**src/rtl/crypto_block_responder.sv**
```systemverilog
// Core-side responder of the crypto block interface: sequences one multi-cycle
// cipher core, captures its result, frames it in a trigger window and bounds it with a watchdog.
module crypto_block_responder #(
  parameter int TEXT_WIDTH   = 128,
  parameter int KEY_WIDTH    = 128,
  parameter int CIPHER_WIDTH = 128,
  parameter int TRIG_PRE     = 2,
  parameter int TRIG_POST    = 2,
  parameter int TIMEOUT      = 1023
) (
  input  logic                    crypto_clk,
  input  logic                    crypto_rstn,
  input  logic [KEY_WIDTH-1:0]    crypto_keyout,
  input  logic [TEXT_WIDTH-1:0]   crypto_textout,
  input  logic                    crypto_start,
  output logic [CIPHER_WIDTH-1:0] crypto_cipherin,
  output logic                    crypto_ready,
  output logic                    crypto_done,
  output logic                    crypto_idle,
  output logic                    trigger,
  output logic                    timeout,
  output logic [KEY_WIDTH-1:0]    core_key,
  output logic [TEXT_WIDTH-1:0]   core_data,
  output logic                    core_load,
  input  logic [CIPHER_WIDTH-1:0] core_result,
  input  logic                    core_busy
);

  typedef enum logic [2:0] {
    ST_IDLE = 3'd0,
    ST_PRE  = 3'd1,
    ST_LOAD = 3'd2,
    ST_RUN  = 3'd3,
    ST_POST = 3'd4
  } state_t;

  localparam logic [15:0] PRE_LAST  = 16'((TRIG_PRE  > 0) ? TRIG_PRE  - 1 : 0);
  localparam logic [15:0] POST_LAST = 16'((TRIG_POST > 0) ? TRIG_POST - 1 : 0);
  localparam logic [15:0] WDOG_MAX  = 16'(TIMEOUT);

  state_t      r_state;
  logic        r_start_d;
  logic        r_first;
  logic [15:0] r_cnt;
  logic [15:0] r_wdog;

  logic        w_accept;
  logic        w_capture;
  logic        w_abort;
  logic [15:0] w_wdog_inc;

  // Start-edge acceptance and RUN exit decisions.
  always_comb begin
    w_wdog_inc = r_wdog + 16'd1;
    w_accept   = (r_state == ST_IDLE) && crypto_start && !r_start_d;
    w_capture  = (r_state == ST_RUN) && !r_first && !core_busy;
    // The first RUN cycle cannot capture, but a stuck-high busy still counts toward the watchdog.
    w_abort    = (r_state == ST_RUN) && !w_capture && core_busy && (w_wdog_inc >= WDOG_MAX);
  end

  // Sequencer FSM with all interface outputs registered.
  always_ff @(posedge crypto_clk) begin
    if (!crypto_rstn) begin
      r_state         <= ST_IDLE;
      r_start_d       <= 1'b0;
      r_first         <= 1'b0;
      r_cnt           <= 16'd0;
      r_wdog          <= 16'd0;
      crypto_cipherin <= '0;
      crypto_ready    <= 1'b1;
      crypto_idle     <= 1'b1;
      crypto_done     <= 1'b0;
      trigger         <= 1'b0;
      timeout         <= 1'b0;
      core_key        <= '0;
      core_data       <= '0;
      core_load       <= 1'b0;
    end else begin
      r_start_d <= crypto_start;
      core_load <= 1'b0;
      case (r_state)
        ST_IDLE: begin
          if (w_accept) begin
            core_key     <= crypto_keyout;
            core_data    <= crypto_textout;
            crypto_done  <= 1'b0;
            timeout      <= 1'b0;
            crypto_ready <= 1'b0;
            crypto_idle  <= 1'b0;
            trigger      <= 1'b1;
            if (TRIG_PRE == 0) begin
              r_state   <= ST_LOAD;
              core_load <= 1'b1;
            end else begin
              r_state <= ST_PRE;
              r_cnt   <= PRE_LAST;
            end
          end
        end
        ST_PRE: begin
          if (r_cnt == 16'd0) begin
            r_state   <= ST_LOAD;
            core_load <= 1'b1;
          end else begin
            r_cnt <= r_cnt - 16'd1;
          end
        end
        ST_LOAD: begin
          r_state <= ST_RUN;
          r_wdog  <= 16'd0;
          r_first <= 1'b1;
        end
        ST_RUN: begin
          r_wdog  <= w_wdog_inc;
          r_first <= 1'b0;
          if (w_capture || w_abort) begin
            crypto_cipherin <= w_capture ? core_result : '0;
            timeout         <= w_abort;
            if (TRIG_POST == 0) begin
              r_state      <= ST_IDLE;
              crypto_ready <= 1'b1;
              crypto_idle  <= 1'b1;
              crypto_done  <= 1'b1;
              trigger      <= 1'b0;
            end else begin
              r_state <= ST_POST;
              r_cnt   <= POST_LAST;
            end
          end
        end
        ST_POST: begin
          if (r_cnt == 16'd0) begin
            r_state      <= ST_IDLE;
            crypto_ready <= 1'b1;
            crypto_idle  <= 1'b1;
            crypto_done  <= 1'b1;
            trigger      <= 1'b0;
          end else begin
            r_cnt <= r_cnt - 16'd1;
          end
        end
        default: begin
          r_state <= ST_IDLE;
        end
      endcase
    end
  end

endmodule

```
**config.mk**
```make
export PLATFORM = sky130hd
export DESIGN_NAME = crypto_block_responder
export DESIGN_NICKNAME = d
export VERILOG_FILES = /design/src/rtl/crypto_block_responder.sv
export SDC_FILE = /design/constraint.sdc
export NUM_CORES = 1
export LEC_CHECK = 0
export BUFFER_PORTS_ARGS = -buffer_cell sky130_fd_sc_hd__buf_2
export CAP_MARGIN = 20
export CELL_PAD_IN_SITES_DETAIL_PLACEMENT = 0
export CELL_PAD_IN_SITES_GLOBAL_PLACEMENT = 2
export CORE_AREA = 2 2 299 301
export CTS_CLUSTER_SIZE = 10
export DETAILED_ROUTE_END_ITERATION = 8
export DIE_AREA = 0 0 301 303
export PLACE_DENSITY = 0.7
export SLEW_MARGIN = 40
export SYNTH_ARGS = -nofsm -noshare
export SYNTH_HDL_FRONTEND = slang
export SYNTH_SLANG_ARGS = --single-unit
```
**constraint.sdc**
```tcl
create_clock -name crypto_clk -period 2.65 [get_ports crypto_clk]
set_input_delay 0 -clock crypto_clk [delete_from_list [all_inputs] [get_ports crypto_clk]]
set_output_delay 0 -clock crypto_clk [all_outputs]
set_load 0.02 [all_outputs]
```
======== Word-level counts from Yosys, hierarchy flattened ========
Index checks and enable logic that the tools add are counted.
storage, ports and cells
  bits in registers ....................... 426
  input port bits ......................... 388
  output and inout bits ................... 390
  logic and storage cells ................. 72
cells by class
  add/sub/neg operators ................... 2
  magnitude comparators ................... 1
  eq/ne operators ......................... 9
  multiplexer cells ....................... 21
  reductions and logical operators ........ 26
operators by type and width
  kind                                                    number
  two-way mux 128 bit                                     1
  two-way mux 16 bit                                      3
  case mux 16 bit (3 select lines)                        1
  case mux 16 bit (2 select lines)                        1
  adder 16 x 1 -> 16 bit (second input constant)          1
  >= comparator 16 x 10 -> 1 bit (second input constant)  1
  zero test 16 bit                                        1
  subtractor 16 x 1 -> 16 bit (second input constant)     1
  case mux 3 bit (5 select lines)                         1
  two-way mux 3 bit                                       4
  inequality test 2 bit (second input constant)           4
  case mux 1 bit (2 select lines)                         4
  AND reduction 4 bit                                     2
  logical AND 1 bit                                       7
  == test 3 x 2 -> 1 bit (second input constant)          2
  two-way mux 1 bit                                       6
  AND reduction 2 bit                                     3
  AND reduction 3 bit                                     2
  nonzero test 2 bit                                      3
  zero test 1 bit                                         4
  == test 3 x 1 -> 1 bit (second input constant)          1
  == test 3 bit (second input constant)                   1
  zero test 3 bit                                         1
  nonzero test 3 bit                                      1
  other kinds (3)                                         3

======== Logic depth before layout (Yosys ltp) ========
  word-level depth ........................ 10
  depth in mapped cells ................... 11
  mapped depth without buffers ............ 9

======== Least setup slack after synthesis ========
OpenSTA, ideal clock, no wires.
  kind .................................... register to register
  start point ............................. register r_wdog[0]
  end point ............................... register r_cnt[10]
  setup time .............................. 126 ps
  arrival ................................. 2,116 ps
  required time ........................... 2,524 ps
  path slack .............................. 407 ps
  stages on the path, launching flop included .. 12
  buffers on the path ..................... 3
  clock period less this slack ............ 2,243 ps
  path through ............................ dfxtp_1 -> ha_1 -> nand3_1 -> nor4_2 -> nor3_1 -> a31o_1 -> a41o_1 -> buf_6 -> and4_4 -> buf_6 -> buf_6 -> o2bb2ai_1
between the ends
  longest elaborated chain between the ends .. 6
ends and longest elaborated chain
  item                                      RTL line  RTL
  start: declaration                        45        logic [15:0] r_wdog;
  start signal: assignment                  114       r_wdog <= w_wdog_inc;
  adder 16 x 1 -> 16 bit                    54        w_wdog_inc = r_wdog + 16'd1;
  >= comparator 16 x 10 -> 1 bit            58        w_abort = (r_state == ST_RUN) && !w_capture && core_busy && (w_wdog_inc >= WDOG_MAX);
  logical AND 1 bit                         58
  logical OR 1 bit                          116       if (w_capture || w_abort) begin
  inequality test 2 x 1 -> 1 bit (no line)  --
  AND reduction 4 bit (no line)             --
  end signal: assignment                    105       r_cnt <= r_cnt - 16'd1;
  end signal: assignment                    139       r_cnt <= r_cnt - 16'd1;
  end: declaration                          44        logic [15:0] r_cnt;
Every way passes these cells.
A chain may end at the register's enable or synchronous reset.

======== Final worst setup path ========
  start point ............................. register r_wdog[2]
  end point ............................... register r_cnt[4]
The elaborated chain is that of the path after synthesis.

==> run summary <==
Status - completed
Register-to-register setup slack - 0.16 ns
Data required, critical path - 3.17 ns
Final layout net count - 3514
Number of endpoints with negative hold slack in the final report - 0
Critical Path AT - 3.01 ns
Share of the synthesized area in the top cell type - 54.8%
Number of violations reported at the end of detailed-routing iteration 0 - 799
Max Fanout on Critical Path - 14
Number of global-route vias before repair - 17700
Total half-perimeter wirelength after legalization and detailed placement - 49.6 mm
Largest cells by area after synthesis - sky130_fd_sc_hd__dfxtp_1 (55%), sky130_fd_sc_hd__nand2_1 (16%), sky130_fd_sc_hd__a21oi_1 (13%)
Worst-margin pin slew - 0.571 ns
CP bufs+invs - 1
Count of cells along the worst register-to-register path - 8
Final Power - 0.0203 W
DIE HEIGHT - 303 um
First-pass GRT wire length - 101 mm
Number of fill cells in the layout - 9686
Placement Setup Slack - 0.0834 ns
Maximum VDD drop - 0.395 mV
Netlist area before placement - 15600 um^2
Setup repair after global routing missed its margin - false
CTS Root Cell - sky130_fd_sc_hd__clkbuf_16
Layout cells sized above 1 - 29.6%
Number of antenna violations at the first check in global routing - 6
Max Freq - 401 MHz
Cell type with the largest total area after synthesis - sky130_fd_sc_hd__dfxtp_1
Leakage power - 11.5 nW
Clk Latency, worst-skew pair - 0.59 ns
Mapped Avg Cell Area - 7.87 um^2
Power per cell area - 757 nW/um^2
Initial cell density of the core - 17.7%
GRT Residual Overflow - 0
Final weighted congestion in routability-driven placement - 0.769
Critical Path End Type - flop
Area inside the core boundary - 88000 um^2
Die area - 91200 um^2
Path type of the worst setup path - reg2reg
Destination of the worst register-to-register timing path - r_cnt[4]
Smallest hold slack - 0.192 ns
Startpoint of the most critical register-to-register path - r_wdog[2]
Top Ports - 778
Number of iterations in the first detailed-routing pass - 4
Depth of the critical timing path with buffers and inverters included - 8
Delay contributed by the slowest stage of the critical path - 0.45 ns
Detailed Route WL - 69.3 mm
Top delay family on crit path - simple AND/OR/NAND/NOR gates
Ratio of routed vias to standard cells - 4.08
Via Count - 17600
TritonCTS buffer count - 53
Final min period - 2.49 ns
Syn_nets - 2368
Setup violation total in the final timing report - 0
Unique cell type count in the Yosys netlist - 50
Final critical-path share of the clock period - 94.1%
Average wire length per cell after detail routing - 16.0 um
Skew final - 0.0174 ns
Critical path destination - r_cnt[4]
Pin count of the biggest net entering global routing - 95
Cell-by-cell listing of the critical path - nand4_1, or2_2, xnor2_1, a32oi_2, a41o_4, buf_12, and4_4, a22o_1
Cell with the biggest individual delay on the critical path - sky130_fd_sc_hd__dfxtp_1
H-tree levels - 2
Critical path startpoint - r_wdog[2]
Count of flip-flops with a built-in enable after synthesis - 0
Gr usage total - 14.0%
DR DRC count - 0
Max-slew violations - 0
Area growth from synthesis to final layout - 72.3%
Die Width - 301 um
TritonCTS clock tree - built
Hold crit path type - in2reg
Sink count of the clock tree - 426
Relative max-transition margin - 61.6%
Residual antenna-violating net count after detailed routing - 0
Maximum buffer depth of the clock tree - 3
Share of flip-flops with an asynchronous set or reset - 0%
Post-synthesis sequential area ratio - 54.8%
CP Launch Type - flop
Setup slack of the critical path after layout - 0.155 ns
Number of rows in the core area - 109
Top FF cell, synth - sky130_fd_sc_hd__dfxtp_1
Flop and latch count out of synthesis - 426
Warnings from Yosys - 0
Number of cells produced by synthesis - 1977
Quantity of I/O buffers inserted on ports - 777
Final TNS setup - 0 ns
Clock transition at the registers of the reported paths - 0.06 ns
Maximum capacitance violations - 0
cells in the mapped netlist, types with 4 or more instances:
cell type	count
sky130_fd_sc_hd__nand2_1	675
sky130_fd_sc_hd__dfxtp_1	426
sky130_fd_sc_hd__a21oi_1	409
sky130_fd_sc_hd__nand3_1	140
sky130_fd_sc_hd__clkbuf_1	131
sky130_fd_sc_hd__nor2_1	38
sky130_fd_sc_hd__nor3_1	18
sky130_fd_sc_hd__o21ai_0	14
sky130_fd_sc_hd__buf_4	11
sky130_fd_sc_hd__buf_2	9
sky130_fd_sc_hd__o2bb2ai_1	9
sky130_fd_sc_hd__mux2i_1	8
sky130_fd_sc_hd__buf_1	7
sky130_fd_sc_hd__or3_1	7
sky130_fd_sc_hd__inv_1	6
sky130_fd_sc_hd__nor4_1	5
sky130_fd_sc_hd__xnor2_1	5
sky130_fd_sc_hd__a22o_1	4
sky130_fd_sc_hd__nor2b_1	4
sky130_fd_sc_hd__xor2_1	4
report_power, final:
group	switching (W)	leakage (nW)	total [W]	internal, W
logic	0.00354	7.27	0.00576	0.00222
clock network	0.00283	0.801	0.00690	0.00407
registers	0.000450	3.47	0.00766	0.00721
placed cells by master (no fill, tap or decap), types with 7 or more instances in the layout:
master                          count
sky130_fd_sc_hd__buf_2            777
sky130_fd_sc_hd__nand2_1          675
sky130_fd_sc_hd__dfxtp_1          426
sky130_fd_sc_hd__a21oi_1          409
sky130_fd_sc_hd__dlygate4sd3_1    409
sky130_fd_sc_hd__nand3_1          139
sky130_fd_sc_hd__clkbuf_16         56
sky130_fd_sc_hd__buf_4             41
sky130_fd_sc_hd__nor2_1            37
sky130_fd_sc_hd__buf_12            19
sky130_fd_sc_hd__nor3_1            17
sky130_fd_sc_hd__clkbuf_1          17
sky130_fd_sc_hd__o21ai_0           14
sky130_fd_sc_hd__clkbuf_8          11
sky130_fd_sc_hd__o2bb2ai_1          9
sky130_fd_sc_hd__mux2i_1            8
sky130_fd_sc_hd__or3_1              7
layer usage:
layer	up-vias	global-route usage [%]	routed length, um
met5	-	0	16
li1	8846	-	-
met2	547	25.0	34500
met4	2	4.51	1970
met1	8115	15.7	27300
met3	112	4.68	5540
metrics by stage:
stage	cells	utilization [%]	instance area (um^2)
floorplan	1977	-	15600
finish	4323	30.5	26800
global placement	3816	23.8	20900
CTS	4314	30.3	26700
global route	4323	30.5	26800
detailed placement	3816	23.8	20900
tightest hold or removal path: stages:
cell and delay (ns):
sky130_fd_sc_hd__dlygate4sd3_1 0.52, sky130_fd_sc_hd__buf_2 0.11, sky130_fd_sc_hd__nand2_1 0.05, sky130_fd_sc_hd__a21oi_1 0.05
registers in the layout, summed over array words and instances, names as in the netlist:
name / count
r_wdog: 16
r_cnt: 16
core_load: 1
trigger: 1
core_data: 128
r_start_d: 1
timeout: 1
r_first: 1
core_key: 128
crypto_done: 1
r_state: 3
crypto_cipherin: 128
crypto_idle: 1
logic make-up (layout without fill, tap and decap cells):
family                   after synthesis  in the layout  synth area share [%]
other                                  0              1                     0
AND/OR/NAND/NOR                      908            908                  24.0
multiplexers                           8              8                 0.514
adder cells (fa/ha/maj)                3              3                 0.241
AO/OA/AOI/OAI                        456            457                  15.5
flip-flops                           426            426                  54.8
XOR/XNOR                               9              9                 0.506
buffers and inverters                167           1346                  4.51
what timing repair did:
item	in CTS	in global routing
buffers inserted	0	6
endpoints found under the hold margin	412	0
gates resized for setup	0	11
setup endpoints to repair	0	138
hold buffers	409	0
worst min-delay path by stage:
stage	startpoint	endpoint	slack [ns]	depth (start not counted)
6_report	crypto_keyout[73]	core_key[73]	0.19	4
5_1_grt	crypto_textout[59]	core_data[59]	0.17	4
3_3_place_gp	crypto_start	r_start_d	0.22	2
3_5_place_dp	crypto_start	r_start_d	0.23	2
4_1_cts	crypto_textout[122]	core_data[122]	0.14	4
2_1_floorplan	crypto_rstn	r_wdog[14]	0.12	1
final cells by class:
cell class,instances,area [um^2],area share [%]
timing repair buffer,1251,8760,32.7
sequential,426,8530,31.8
multi-input combinational,1385,6410,23.9
clock buffer,83,1590,5.93
tap,1165,1460,5.44
clock inverter,6,33.8,0.126
inverter,6,30.0,0.112
antenna,1,2.50,0.00933
No activity file was read; power rests on OpenSTA's default activity.
